**config.mk**
```make
export PLATFORM = sky130hd
export DESIGN_NAME = cusp_filter_cfg
export DESIGN_NICKNAME = d
export VERILOG_FILES = /design/src/rtl/cusp_pkg.sv /design/src/rtl/cusp_delay_line.sv /design/src/rtl/cusp_filter_cfg.sv
export SDC_FILE = /design/constraint.sdc
export NUM_CORES = 2
export LEC_CHECK = 0
export BUFFER_PORTS_ARGS = -buffer_cell sky130_fd_sc_hd__buf_2
export CAP_MARGIN = 15
export CORE_ASPECT_RATIO = 0.7
export CORE_MARGIN = 5
export CORE_UTILIZATION = 67
export CTS_BUF_LIST = sky130_fd_sc_hd__clkbuf_8
export DETAILED_ROUTE_END_ITERATION = 8
export MAX_ROUTING_LAYER = met4
export PLACE_DENSITY = 0.84
export SLEW_MARGIN = 10
export SYNTH_ARGS = -nofsm -noshare
export SYNTH_HDL_FRONTEND = slang
export SYNTH_SLANG_ARGS = --single-unit
```
**constraint.sdc**
```tcl
create_clock -name clk -period 19 [get_ports clk]
set_clock_uncertainty 0.1 [all_clocks]
set_input_delay 0.95 -clock clk [delete_from_list [all_inputs] [get_ports clk]]
set_output_delay 0.95 -clock clk [all_outputs]
set_load 0.02 [all_outputs]
```
**src/rtl/cusp_pkg.sv**
```systemverilog
// rtl/cusp_pkg.sv - shared constants, state encoding and configuration record for the cusp filter
package cusp_pkg;

    localparam int CFG_K_W   = 6;
    localparam int CFG_M_W   = 8;
    localparam int CFG_SH_W  = 5;
    localparam int CFG_K_MAX = 32;

    localparam logic [CFG_K_W-1:0]  K_DEF  = 6'd11;
    localparam logic [CFG_K_W-1:0]  L_DEF  = 6'd5;
    localparam logic [CFG_M_W-1:0]  M1_DEF = 8'd16;
    localparam logic [CFG_M_W-1:0]  M2_DEF = 8'd1;
    localparam logic [CFG_SH_W-1:0] SH_DEF = 5'd4;

    typedef enum logic [1:0] {
        FLUSH,
        WARMUP,
        RUN
    } state_t;

    typedef struct packed {
        logic [CFG_K_W-1:0]  k;
        logic [CFG_K_W-1:0]  l;
        logic [CFG_M_W-1:0]  m1;
        logic [CFG_M_W-1:0]  m2;
        logic [CFG_SH_W-1:0] shift;
    } cfg_t;

    // Taps reach back to v(n-k) and v(n-l-1), so l+1 must not exceed k.
    function automatic logic cfg_ok(cfg_t c);
        return (c.l >= 6'd1) && (c.l < c.k) && (c.k <= 6'(CFG_K_MAX));
    endfunction

endpackage

```
**src/rtl/cusp_delay_line.sv**
```systemverilog
// rtl/cusp_delay_line.sv - sample history with taps at v(n-k), v(n-l) and v(n-l-1)
module cusp_delay_line
    import cusp_pkg::*;
#(
    parameter int DW    = 12,
    parameter int DEPTH = 33
) (
    input  logic               clk,
    input  logic               clr_i,
    input  logic               en_i,
    input  logic [DW-1:0]      data_i,
    input  logic [CFG_K_W-1:0] k_i,
    input  logic [CFG_K_W-1:0] l_i,
    output logic [DW-1:0]      tap_k_o,
    output logic [DW-1:0]      tap_l_o,
    output logic [DW-1:0]      tap_l1_o
);

    logic [DW-1:0] line_q [DEPTH];

    always_ff @(posedge clk) begin
        if (clr_i) begin
            for (int i = 0; i < DEPTH; i++) line_q[i] <= '0;
        end else if (en_i) begin
            line_q[0] <= data_i;
            for (int i = 1; i < DEPTH; i++) line_q[i] <= line_q[i-1];
        end
    end

    // line_q[j] holds v(n-1-j) while sample n is presented on data_i.
    assign tap_k_o  = line_q[k_i - 6'd1];
    assign tap_l_o  = line_q[l_i - 6'd1];
    assign tap_l1_o = line_q[l_i];

endmodule

```
**src/rtl/cusp_filter_cfg.sv**
```systemverilog
// rtl/cusp_filter_cfg.sv - configurable cusp shaping filter, 5-stage pipeline with warm-up control
module cusp_filter_cfg
    import cusp_pkg::*;
#(
    parameter int ADC_W = 12,
    parameter int OUT_W = 16,
    parameter int ACC_W = 40,
    parameter int K_MAX = 32,
    parameter int M_W   = 8,
    parameter int SH_W  = 5
) (
    input  logic             clk,
    input  logic             reset,
    input  logic [ADC_W-1:0] in_data,
    input  logic             in_valid,
    input  logic             cfg_load,
    input  logic [5:0]       cfg_k,
    input  logic [5:0]       cfg_l,
    input  logic [M_W-1:0]   cfg_m1,
    input  logic [M_W-1:0]   cfg_m2,
    input  logic [SH_W-1:0]  cfg_shift,
    output logic             cfg_err,
    output logic             busy,
    output logic [OUT_W-1:0] out_data,
    output logic             out_valid,
    output logic             out_sat
);

    localparam int DW = ADC_W + 1;
    localparam logic signed [ACC_W-1:0] SAT_HI = {{(ACC_W-OUT_W+1){1'b0}}, {(OUT_W-1){1'b1}}};
    localparam logic signed [ACC_W-1:0] SAT_LO = ~SAT_HI;

    state_t     state_q, state_d;
    cfg_t       cfg_q, cfg_d, cfg_new;
    logic [6:0] cnt_q, cnt_d, warm_len;
    logic       load_ok, load_bad, clear, accept, show;
    logic       cfg_err_q, out_valid_q, out_sat_q;
    logic [OUT_W-1:0] out_data_q, sat_val;
    logic       sat_hit;

    logic [ADC_W-1:0] tap_k, tap_l, tap_l1;
    logic [3:0]       v_q, show_q;
    logic signed [DW-1:0]    dk_q, dl_q, dk_d, dl_d;
    logic signed [ACC_W-1:0] dk_x, dl_x, k_x, m1_x, m2_x;
    logic signed [ACC_W-1:0] p_q, q_q, m1p_q, s_q, shifted;

    assign cfg_new  = '{k: cfg_k, l: cfg_l, m1: cfg_m1, m2: cfg_m2, shift: cfg_shift};
    assign load_ok  = cfg_load && cfg_ok(cfg_new);
    assign load_bad = cfg_load && !load_ok;
    assign clear    = (state_q == FLUSH) || load_ok;
    assign accept   = in_valid && !cfg_load && (state_q != FLUSH);
    assign show     = (state_q == RUN);
    assign warm_len = {1'b0, cfg_q.k} + {1'b0, cfg_q.l} + 7'd1;

    always_ff @(posedge clk) begin
        if (reset) begin
            state_q   <= FLUSH;
            cfg_q     <= '{k: K_DEF, l: L_DEF, m1: M1_DEF, m2: M2_DEF, shift: SH_DEF};
            cnt_q     <= '0;
            cfg_err_q <= 1'b0;
        end else begin
            state_q   <= state_d;
            cfg_q     <= cfg_d;
            cnt_q     <= cnt_d;
            cfg_err_q <= load_bad;
        end
    end

    always_comb begin
        state_d = state_q;
        cfg_d   = cfg_q;
        cnt_d   = cnt_q;
        if (load_ok) begin
            cfg_d   = cfg_new;
            state_d = FLUSH;
        end else begin
            case (state_q)
                FLUSH: begin
                    state_d = WARMUP;
                    cnt_d   = '0;
                end
                WARMUP: begin
                    if (accept) begin
                        cnt_d = cnt_q + 7'd1;
                        if (cnt_q + 7'd1 == warm_len) state_d = RUN;
                    end
                end
                default: ;
            endcase
        end
    end

    cusp_delay_line #(.DW(ADC_W), .DEPTH(K_MAX + 1)) u_delay (
        .clk      (clk),
        .clr_i    (reset || clear),
        .en_i     (accept),
        .data_i   (in_data),
        .k_i      (cfg_q.k),
        .l_i      (cfg_q.l),
        .tap_k_o  (tap_k),
        .tap_l_o  (tap_l),
        .tap_l1_o (tap_l1)
    );

    assign dk_d = $signed({1'b0, in_data}) - $signed({1'b0, tap_k});
    assign dl_d = $signed({1'b0, tap_l}) - $signed({1'b0, tap_l1});
    assign dk_x = {{(ACC_W-DW){dk_q[DW-1]}}, dk_q};
    assign dl_x = {{(ACC_W-DW){dl_q[DW-1]}}, dl_q};
    assign k_x  = {{(ACC_W-6){1'b0}}, cfg_q.k};
    assign m1_x = {{(ACC_W-M_W){1'b0}}, cfg_q.m1};
    assign m2_x = {{(ACC_W-M_W){1'b0}}, cfg_q.m2};

    // Stage n reads the previous stage's register, so one sample per cycle never collides.
    always_ff @(posedge clk) begin
        if (reset || clear) begin
            v_q         <= '0;
            show_q      <= '0;
            dk_q        <= '0;
            dl_q        <= '0;
            p_q         <= '0;
            q_q         <= '0;
            m1p_q       <= '0;
            s_q         <= '0;
            out_valid_q <= 1'b0;
        end else begin
            v_q    <= {v_q[2:0], accept};
            show_q <= {show_q[2:0], accept && show};
            if (accept) begin
                dk_q <= dk_d;
                dl_q <= dl_d;
            end
            if (v_q[0]) p_q <= p_q + dk_x - k_x * dl_x;
            if (v_q[1]) begin
                q_q   <= q_q + m2_x * p_q;
                m1p_q <= m1_x * p_q;
            end
            if (v_q[2]) s_q <= s_q + q_q + m1p_q;
            out_valid_q <= v_q[3] && show_q[3];
        end
    end

    always_comb begin
        shifted = s_q >>> cfg_q.shift;
        sat_hit = 1'b1;
        if (shifted > SAT_HI) begin
            sat_val = SAT_HI[OUT_W-1:0];
        end else if (shifted < SAT_LO) begin
            sat_val = SAT_LO[OUT_W-1:0];
        end else begin
            sat_val = shifted[OUT_W-1:0];
            sat_hit = 1'b0;
        end
    end

    always_ff @(posedge clk) begin
        if (reset) begin
            out_data_q <= '0;
            out_sat_q  <= 1'b0;
        end else begin
            if (v_q[3] && show_q[3] && !clear) out_data_q <= sat_val;
            if (load_ok) out_sat_q <= 1'b0;
            else if (v_q[3] && show_q[3] && !clear && sat_hit) out_sat_q <= 1'b1;
        end
    end

    assign cfg_err   = cfg_err_q;
    assign busy      = (state_q != RUN);
    assign out_data  = out_data_q;
    assign out_valid = out_valid_q;
    assign out_sat   = out_sat_q;

endmodule
```
# Yosys cells after proc, flatten, opt, wreduce, memory -nomap -nowiden
# Memories as Yosys holds them, arrays and structs flattened. A register that Yosys moved wholly into a read port is not among the register bits.
# Index checks and enable logic that the tools add are counted.
word_totals:
  regBits: 255
  latch_bits: 0
  ram_bits: 396
  romBits: 0
  input_bits: 49
  out_inout_bits: 20
  elab_cells: 151
  mem_count: 1
classes:
  n_addsub: 12
  n_mul: 3
  div: 0
  order_cmp: 5
  eq_ne: 6
  n_shift: 1
  n_mux: 49
  bitwise: 34
  n_reduce_logical: 21
mem_list:
  columns: ["name", "depth", "width", "read_ports", "rd_clocked_by_memory_dff", "wr", "line_no", "text"]
  rows:
  - ["u_delay.line_q", 33, 12, 35, 1, 33, "cusp_delay_line.sv:19", "logic [DW-1:0] line_q [DEPTH];"]
ops:
  columns: ["cell", "count"]
  rows:
  - ["12-bit 2-to-1 mux", 33]
  - ["40-bit adder", 3]
  - ["9-bit by 40-bit multiplier with 40-bit output", 2]
  - ["40-bit by 13-bit adder with 40-bit output", 1]
  - ["40-bit by 16-bit greater-than comparator with 1-bit output (second input constant)", 1]
  - ["40-bit by 16-bit less-than comparator with 1-bit output (second input constant)", 1]
  - ["40-bit by 5-bit >>> shifter with 40-bit output", 1]
  - ["40-bit by 20-bit subtractor with 40-bit output", 1]
  - ["1-bit OR", 33]
  - ["16-bit 2-to-1 mux", 2]
  - ["12-bit by 12-bit subtractor with 13-bit output", 2]
  - ["7-bit by 13-bit multiplier with 20-bit output", 1]
  - ["7-bit by 1-bit adder with 7-bit output (second input constant)", 2]
  - ["7-bit case mux with 2 select lines", 1]
  - ["6-bit 2-to-1 mux", 2]
  - ["6-bit by 1-bit subtractor with 6-bit output (second input constant)", 2]
  - ["1-bit logical AND", 10]
  - ["6-bit by 6-bit adder with 7-bit output", 1]
  - ["7-bit == test", 1]
  - ["1-bit 2-to-1 mux", 7]
  - ["7-bit 2-to-1 mux", 1]
  - ["6-bit by 1-bit >= comparator with 1-bit output (second input constant)", 1]
  - ["6-bit <= comparator (second input constant)", 1]
  - ["6-bit less-than comparator", 1]
  - ["other kinds (12)", 20]

# Longest topological paths before layout
depth:
  word_depth: 9
  depth_mapped: 28
  mapped_depth_nobuf: 24

# Modules after synthesis
# Synthesis repeated with hierarchy kept, for this count alone.
unflattened:
  cells_unflattened: 6505
  hier_area_um2: 64921.0
modules_own_cells:
  columns: ["module", "instances", "cells_each", "area_each_um2", "seq_area_each_um2"]
  rows:
  - ["cusp_filter_cfg", 1, 4808, 40431.3, 5104.9]
  - ["cusp_delay_line", 1, 1697, 24489.7, 11891.4]

# Worst setup path after synthesis
# OpenSTA, ideal clock, no wires.
synth_timing:
  path_kind: "input -> register"
  start: "input cfg_k[1]"
  end: "register dk_q[10]"
  setup_time_ps: 640
  arrival_ps: 14342
  t_required_ps: 18260
  setup_slack_ps: 3918
  path_stages: 11
  n_path_buf: 1
  path_cell_list: "inv_1 ha_1 a21o_1 a21o_1 a21o_1 a21o_1 a211oi_2 nor4_1 inv_1 clkbuf_1 o32ai_1"
synth_between:
  elab_chain_cells: 6
  elab_cells_between_ends: 7
  cone_classes: "order compare (2); reduce/logical (5)"
synth_lines:
  columns: ["element", "line_no", "text"]
  rows:
  - ["start: declaration", "cusp_filter_cfg.sv:17", "input logic [5:0] cfg_k,"]
  - ["6-bit less-than comparator", "cusp_pkg.sv:31", "return (c.l >= 6'd1) && (c.l < c.k) && (c.k <= 6'(CFG_K_MAX));"]
  - ["1-bit logical AND", "cusp_pkg.sv:31", null]
  - ["1-bit logical AND *", "cusp_pkg.sv:31", null]
  - ["1-bit logical AND *", "cusp_filter_cfg.sv:48", "assign load_ok = cfg_load && cfg_ok(cfg_new);"]
  - ["1-bit logical OR *", "cusp_filter_cfg.sv:50", "assign clear = (state_q == FLUSH) || load_ok;"]
  - ["1-bit logical OR *", "cusp_filter_cfg.sv:115", "if (reset || clear) begin"]
  - ["end signal: assignment", "cusp_filter_cfg.sv:129", "dk_q <= dk_d;"]
  - ["end: declaration", "cusp_filter_cfg.sv:43", "logic signed [DW-1:0] dk_q, dl_q, dk_d, dl_d;"]
# Every way passes the cells marked *; elsewhere a longest branch is shown, timed or not.
# A chain may end at the register's enable or synchronous reset.

# Worst setup path in the final report
layout_timing:
  start: "register cfg_q[27] (netlist name)"
  end: "register p_q[38]"
layout_between:
  elab_chain_cells: 2
layout_lines:
  columns: ["element", "line_no", "text"]
  rows:
  - ["start: declaration", "cusp_filter_cfg.sv:34", "cfg_t cfg_q, cfg_d, cfg_new;"]
  - ["start signal: assignment", "cusp_filter_cfg.sv:58", "cfg_q <= '{k: K_DEF, l: L_DEF, m1: M1_DEF, m2: M2_DEF, shift: SH_DEF};"]
  - ["start signal: assignment", "cusp_filter_cfg.sv:63", "cfg_q <= cfg_d;"]
  - ["7-bit by 13-bit multiplier with 20-bit output", "cusp_filter_cfg.sv:132", "if (v_q[0]) p_q <= p_q + dk_x - k_x * dl_x;"]
  - ["40-bit by 20-bit subtractor with 40-bit output", "cusp_filter_cfg.sv:132", null]
  - ["end signal: assignment", "cusp_filter_cfg.sv:132", null]
  - ["end: declaration", "cusp_filter_cfg.sv:45", "logic signed [ACC_W-1:0] p_q, q_q, m1p_q, s_q, shifted;"]
# Every way passes these cells.

==> parameters.txt <==
Parameter                              Value

Placement
  Total of buffers placed on input and output ports ... around 70
  Final HPWL DP ... ~110,000 µm
  Total instance count after detailed placement ... 7,226
  Weighted congestion reported at the end of routability-driven placement ... between 0.9 and 1

Timing
  Number of max-slew violations in the final report ... 0
  Maximum clock frequency ... 137 MHz
  Transition time at the pin with the least slew margin ... 1.18 ns
  Unrepaired setup endpoints after global routing ... false
  Total setup violations reported at the end of the flow ... 0
  Portion of the clock cycle consumed by the worst path in the final layout ... 38.5%
  Final hold violation count ... 0
  Final-layout setup total negative slack ... 0 ns
  Final Hold Slack ... 0.265 ns
  Relative slew slack ... 21.4%
  Fin crit period ... 7.32 ns

Clocking
  Clock root buffer master ... sky130_fd_sc_hd__clkbuf_8
  Buffers inserted by post-CTS timing repair ... 0
  TritonCTS clock tree ... done
  H-tree depth ... 3
  # clock sinks ... 657
  Post-CTS clock slew at the launch and capture registers of the worst setup and hold paths ... around 0.07 ns
  Number of buffers on the longest clock path ... 3
  Clock buffer count from CTS ... about 100
  Clock latency reported for the late side of the worst-skew pair ... 0.83 ns
  Hold_buf cts ... 0
  Number of resized instances in the post-cts repair step ... 0

Power and ir drop
  Highest ir drop seen on vdd ... between 0.07 and 0.08 mV
  Power after layout ... 4.80 mW
  Leakage power figure ... between 30 and 40 nW
  Power density over cell area ... just over 70 nW/µm²

Setup path
  Cells traversed along the worst timing path ... xor2_1 -> and2_1 -> ha_1 -> or3b_2 -> inv_1 -> fa_1 -> inv_1 -> ha_1 -> inv_1 -> fa_1 -> inv_1 -> fa_1 -> inv_1 -> ha_1 -> a21oi_1 -> nand2_1 -> a211o_1 -> a21oi_1 -> o32ai_1 -> nor4_1 -> nor3_1 -> or4_1 -> nand3_1 -> a21oi_1
  Worst Setup SP ... cfg_q[27]$_SDFFE_PP1P_
  Count of cells along the worst register-to-register path ... 24
  Capture instance of the worst register-to-register path ... p_q[38]$_SDFFE_PP0P_
  CP Data Arrival Time ... 7.88 ns
  Crit start category ... register
  Endpoint of the most critical setup path ... p_q[38]$_SDFFE_PP0P_
  Setup crit end kind ... register
  CP bufs+invs ... 5
  Crit-path max cell delay ... approximately 0.76 ns
  Register-to-register setup slack ... 11.68 ns
  Startpoint-to-endpoint class of the critical path ... reg -> reg
  R2r startpoint ... cfg_q[27]$_SDFFE_PP1P_
  Cell at the slowest stage of the critical path ... sky130_fd_sc_hd__inv_1
  Required time at the worst-slack endpoint ... 19.56 ns
  Cell family with the largest share of critical-path delay ... adder cells
  Number of logic stages on the critical path including buffering ... 24
  Most used cell along the critical path ... sky130_fd_sc_hd__inv_1
  Maximum net fanout on the critical path ... 32

Final layout
  Fraction of layout cells with a size suffix above 1 ... 12.3%
  Register area ... approximately 17,000 µm²
  Net count reported at finish ... 7,016
  Fin cells ... roughly 7,400
  Core occupancy in the finished layout ... 71.0%
  Multi-input gate area in the final layout ... 43,100 µm²
  Relative area change from synthesis to final layout ... 5.47%
  Total of fill cells in the finished design ... between 6,000 and 7,000

Die
  Die Width ... 381 µm
  Core Footprint ... approximately 96,000 µm²
  Die span in y ... between 200 and 300 µm
  Die ar. ... 103,000 µm²
  Rows ... 95
  Total I/O pin count ... 69
  Starting density of the core ... 67.3%

Min path
  Min-Delay Path Class ... in -> reg

Global routing
  Largest net degree at the start of global routing ... 306
  Leftover overflow at the end of global routing ... 0
  Vias in the first global route ... 47,595
  Global-route wire length before repair ... 261,000 µm
  Antenna violations before repair ... 5
  Combined global-route utilization of all metal layers ... about 32%

Logic synthesis
  Count of yosys warnings during synthesis ... 0
  Number of nets produced by synthesis ... just over 7,000
  Synthesized area per cell ... 10.4 µm²
  Leading register cell type out of synthesis ... sky130_fd_sc_hd__edfxtp_1
  Library cells used by synthesis ... 87
  Number of synthesized flops with an enable pin ... between 300 and 400
  Fraction of the yosys area taken by sequential cells ... 26.5%
  Count of state elements after synthesis ... approximately 660
  Cell count after synthesis ... 6,186
  Proportion of register bits with asynchronous set or reset after synthesis ... 0%
  Synth Cell Area ... 64,500 µm²

Route
  Final routed DRC violation total ... 0
  Antenna viol nets, final ... 0
  Total iterations of the first detailed-routing run ... 6
  Starting DRC count in detailed routing ... 5,411
  Total Routed Length ... 160,000 µm
  Routed vias/inst ... between 6 and 7
  Drt wl/cell ... between 20 and 25 µm
  Count of vias placed by the detailed router ... 47,399

Run
  Count of maximum capacitance violations ... 0

Outcome
  Outcome ... finished clean
-- kinds of logic after synthesis --
family	count (synthesis)	share of synthesized area, %
xor+xnor	183	2.48
simple gates	1911	15.2
flops	657	26.5
compound gates	767	7.72
mux	607	16.9
buf+inv	1163	6.90
fa+ha+maj	898	24.2
-- stage by stage --
step | worst slack, ns | cell area, µm²
floorplan | 3.92 | 64500
global placement | 11.77 | 65700
detailed placement | 11.72 | 65700
CTS | 11.73 | 68000
global route | 11.31 | 68000
finish | 11.68 | 68000
-- routing by layer --
metal	part of all wire, %	global-route usage, %
met5	0	-
met1	41	46.5
met2	43	46.5
met4	2.4	8.26
met3	13	8.79
-- cells in the mapped netlist (122+ instances only) --
master                     count  share of area [%]
sky130_fd_sc_hd__a21oi_1     217                1.7
sky130_fd_sc_hd__edfxtp_1    396                 18
sky130_fd_sc_hd__mux2i_1     204                3.2
sky130_fd_sc_hd__nor2_1      329                1.9
sky130_fd_sc_hd__inv_1       799                4.6
sky130_fd_sc_hd__and2_1      780                7.6
sky130_fd_sc_hd__mux4_2      382                 13
sky130_fd_sc_hd__o21ai_0     146                1.1
sky130_fd_sc_hd__fa_1        588                 18
sky130_fd_sc_hd__xnor2_1     122                1.7
sky130_fd_sc_hd__clkbuf_1    299                1.7
sky130_fd_sc_hd__nand2_1     502                2.9
sky130_fd_sc_hd__ha_1        308                6.0
sky130_fd_sc_hd__dfxtp_1     261                8.1
-- flip-flops by register name, summed over array words and instances (netlist names), 2 cells and up, named ones only --
register and count:
u_delay.line_q 396, dk_q 13, cfg_q 33, q_q 40, p_q 40, out_data 16, cnt_q 7, v_q 4
dl_q 13, show_q 4, m1p_q 40, state_q 2, s_q 40
-- worst reg2reg max path: stages (launching register included) --
cell and delay (ns):
sky130_fd_sc_hd__dfxtp_4 0.65, sky130_fd_sc_hd__xor2_1 0.16, sky130_fd_sc_hd__and2_1 0.19, sky130_fd_sc_hd__ha_1 0.16, sky130_fd_sc_hd__or3b_2 0.50, sky130_fd_sc_hd__inv_1 0.16, sky130_fd_sc_hd__fa_1 0.46, sky130_fd_sc_hd__inv_1 0.08
sky130_fd_sc_hd__ha_1 0.23, sky130_fd_sc_hd__inv_1 0.10, sky130_fd_sc_hd__fa_1 0.45, sky130_fd_sc_hd__inv_1 0.76, sky130_fd_sc_hd__fa_1 0.56, sky130_fd_sc_hd__inv_1 0.07, sky130_fd_sc_hd__ha_1 0.29, sky130_fd_sc_hd__a21oi_1 0.19
sky130_fd_sc_hd__nand2_1 0.12, sky130_fd_sc_hd__a211o_1 0.31, sky130_fd_sc_hd__a21oi_1 0.23, sky130_fd_sc_hd__o32ai_1 0.13, sky130_fd_sc_hd__nor4_1 0.49, sky130_fd_sc_hd__nor3_1 0.15, sky130_fd_sc_hd__or4_1 0.49, sky130_fd_sc_hd__nand3_1 0.10
sky130_fd_sc_hd__a21oi_1 0.07
-- placed cells by master (no fill, tap or decap), types with 20 or more instances in the layout --
master	instances
sky130_fd_sc_hd__fa_1	588
sky130_fd_sc_hd__mux2i_1	204
sky130_fd_sc_hd__clkbuf_8	112
sky130_fd_sc_hd__nand4_1	22
sky130_fd_sc_hd__ha_1	306
sky130_fd_sc_hd__inv_1	829
sky130_fd_sc_hd__a21oi_1	217
sky130_fd_sc_hd__nor2b_1	29
sky130_fd_sc_hd__and3_1	27
sky130_fd_sc_hd__xor2_1	57
sky130_fd_sc_hd__nor2_1	328
sky130_fd_sc_hd__o21ai_0	146
sky130_fd_sc_hd__edfxtp_1	396
sky130_fd_sc_hd__a211oi_1	36
sky130_fd_sc_hd__buf_2	67
sky130_fd_sc_hd__nor3_1	53
sky130_fd_sc_hd__mux4_2	382
sky130_fd_sc_hd__nand2b_1	29
sky130_fd_sc_hd__o211ai_1	26
sky130_fd_sc_hd__xnor2_1	118
sky130_fd_sc_hd__a21o_1	96
sky130_fd_sc_hd__o21a_1	21
sky130_fd_sc_hd__o22ai_1	20
sky130_fd_sc_hd__nand2_1	502
sky130_fd_sc_hd__nand3_1	57
sky130_fd_sc_hd__and2_1	780
sky130_fd_sc_hd__dfxtp_1	250
sky130_fd_sc_hd__o31ai_1	28
sky130_fd_sc_hd__buf_4	73
sky130_fd_sc_hd__a31oi_1	27
-- area by class of cell --
class                   count  share of cell area, %
inverters                 802                   4.45
clock inverters            81                   1.13
diodes                      3                 0.0110
well taps                1261                   2.32
flip-flops and latches    657                   25.2
repair buffers            141                   1.34
multi-input cells        4366                   63.3
clock buffers             112                   2.27
-- where the power goes --
group          switching (mW)  internal (mW)  leakage [nW]  total (mW)
Clock                   0.643          0.743          1.29        1.39
Combinational            1.01          0.729          22.6        1.74
Sequential             0.0962           1.58          6.71        1.68
-- worst min path at each step --
stage / to / startpoint / depth (start not counted) / slack (ns)
2_1_floorplan: show_q[1]$_SDFF_PP0_ / show_q[0]$_SDFF_PP0_ / 1 / 0.31
3_3_place_gp: show_q[1]$_SDFF_PP0_ / show_q[0]$_SDFF_PP0_ / 1 / 0.31
3_5_place_dp: show_q[3]$_SDFF_PP0_ / show_q[2]$_SDFF_PP0_ / 1 / 0.32
4_1_cts: cfg_q[13]$_SDFFE_PP0P_ / cfg_m1[0] / 3 / 0.21
5_1_grt: cfg_q[5]$_SDFFE_PP1P_ / cfg_m2[0] / 2 / 0.25
6_report: cfg_q[1]$_SDFFE_PP0P_ / cfg_shift[1] / 3 / 0.26
Note: power is estimated with default switching activity, not from simulation.
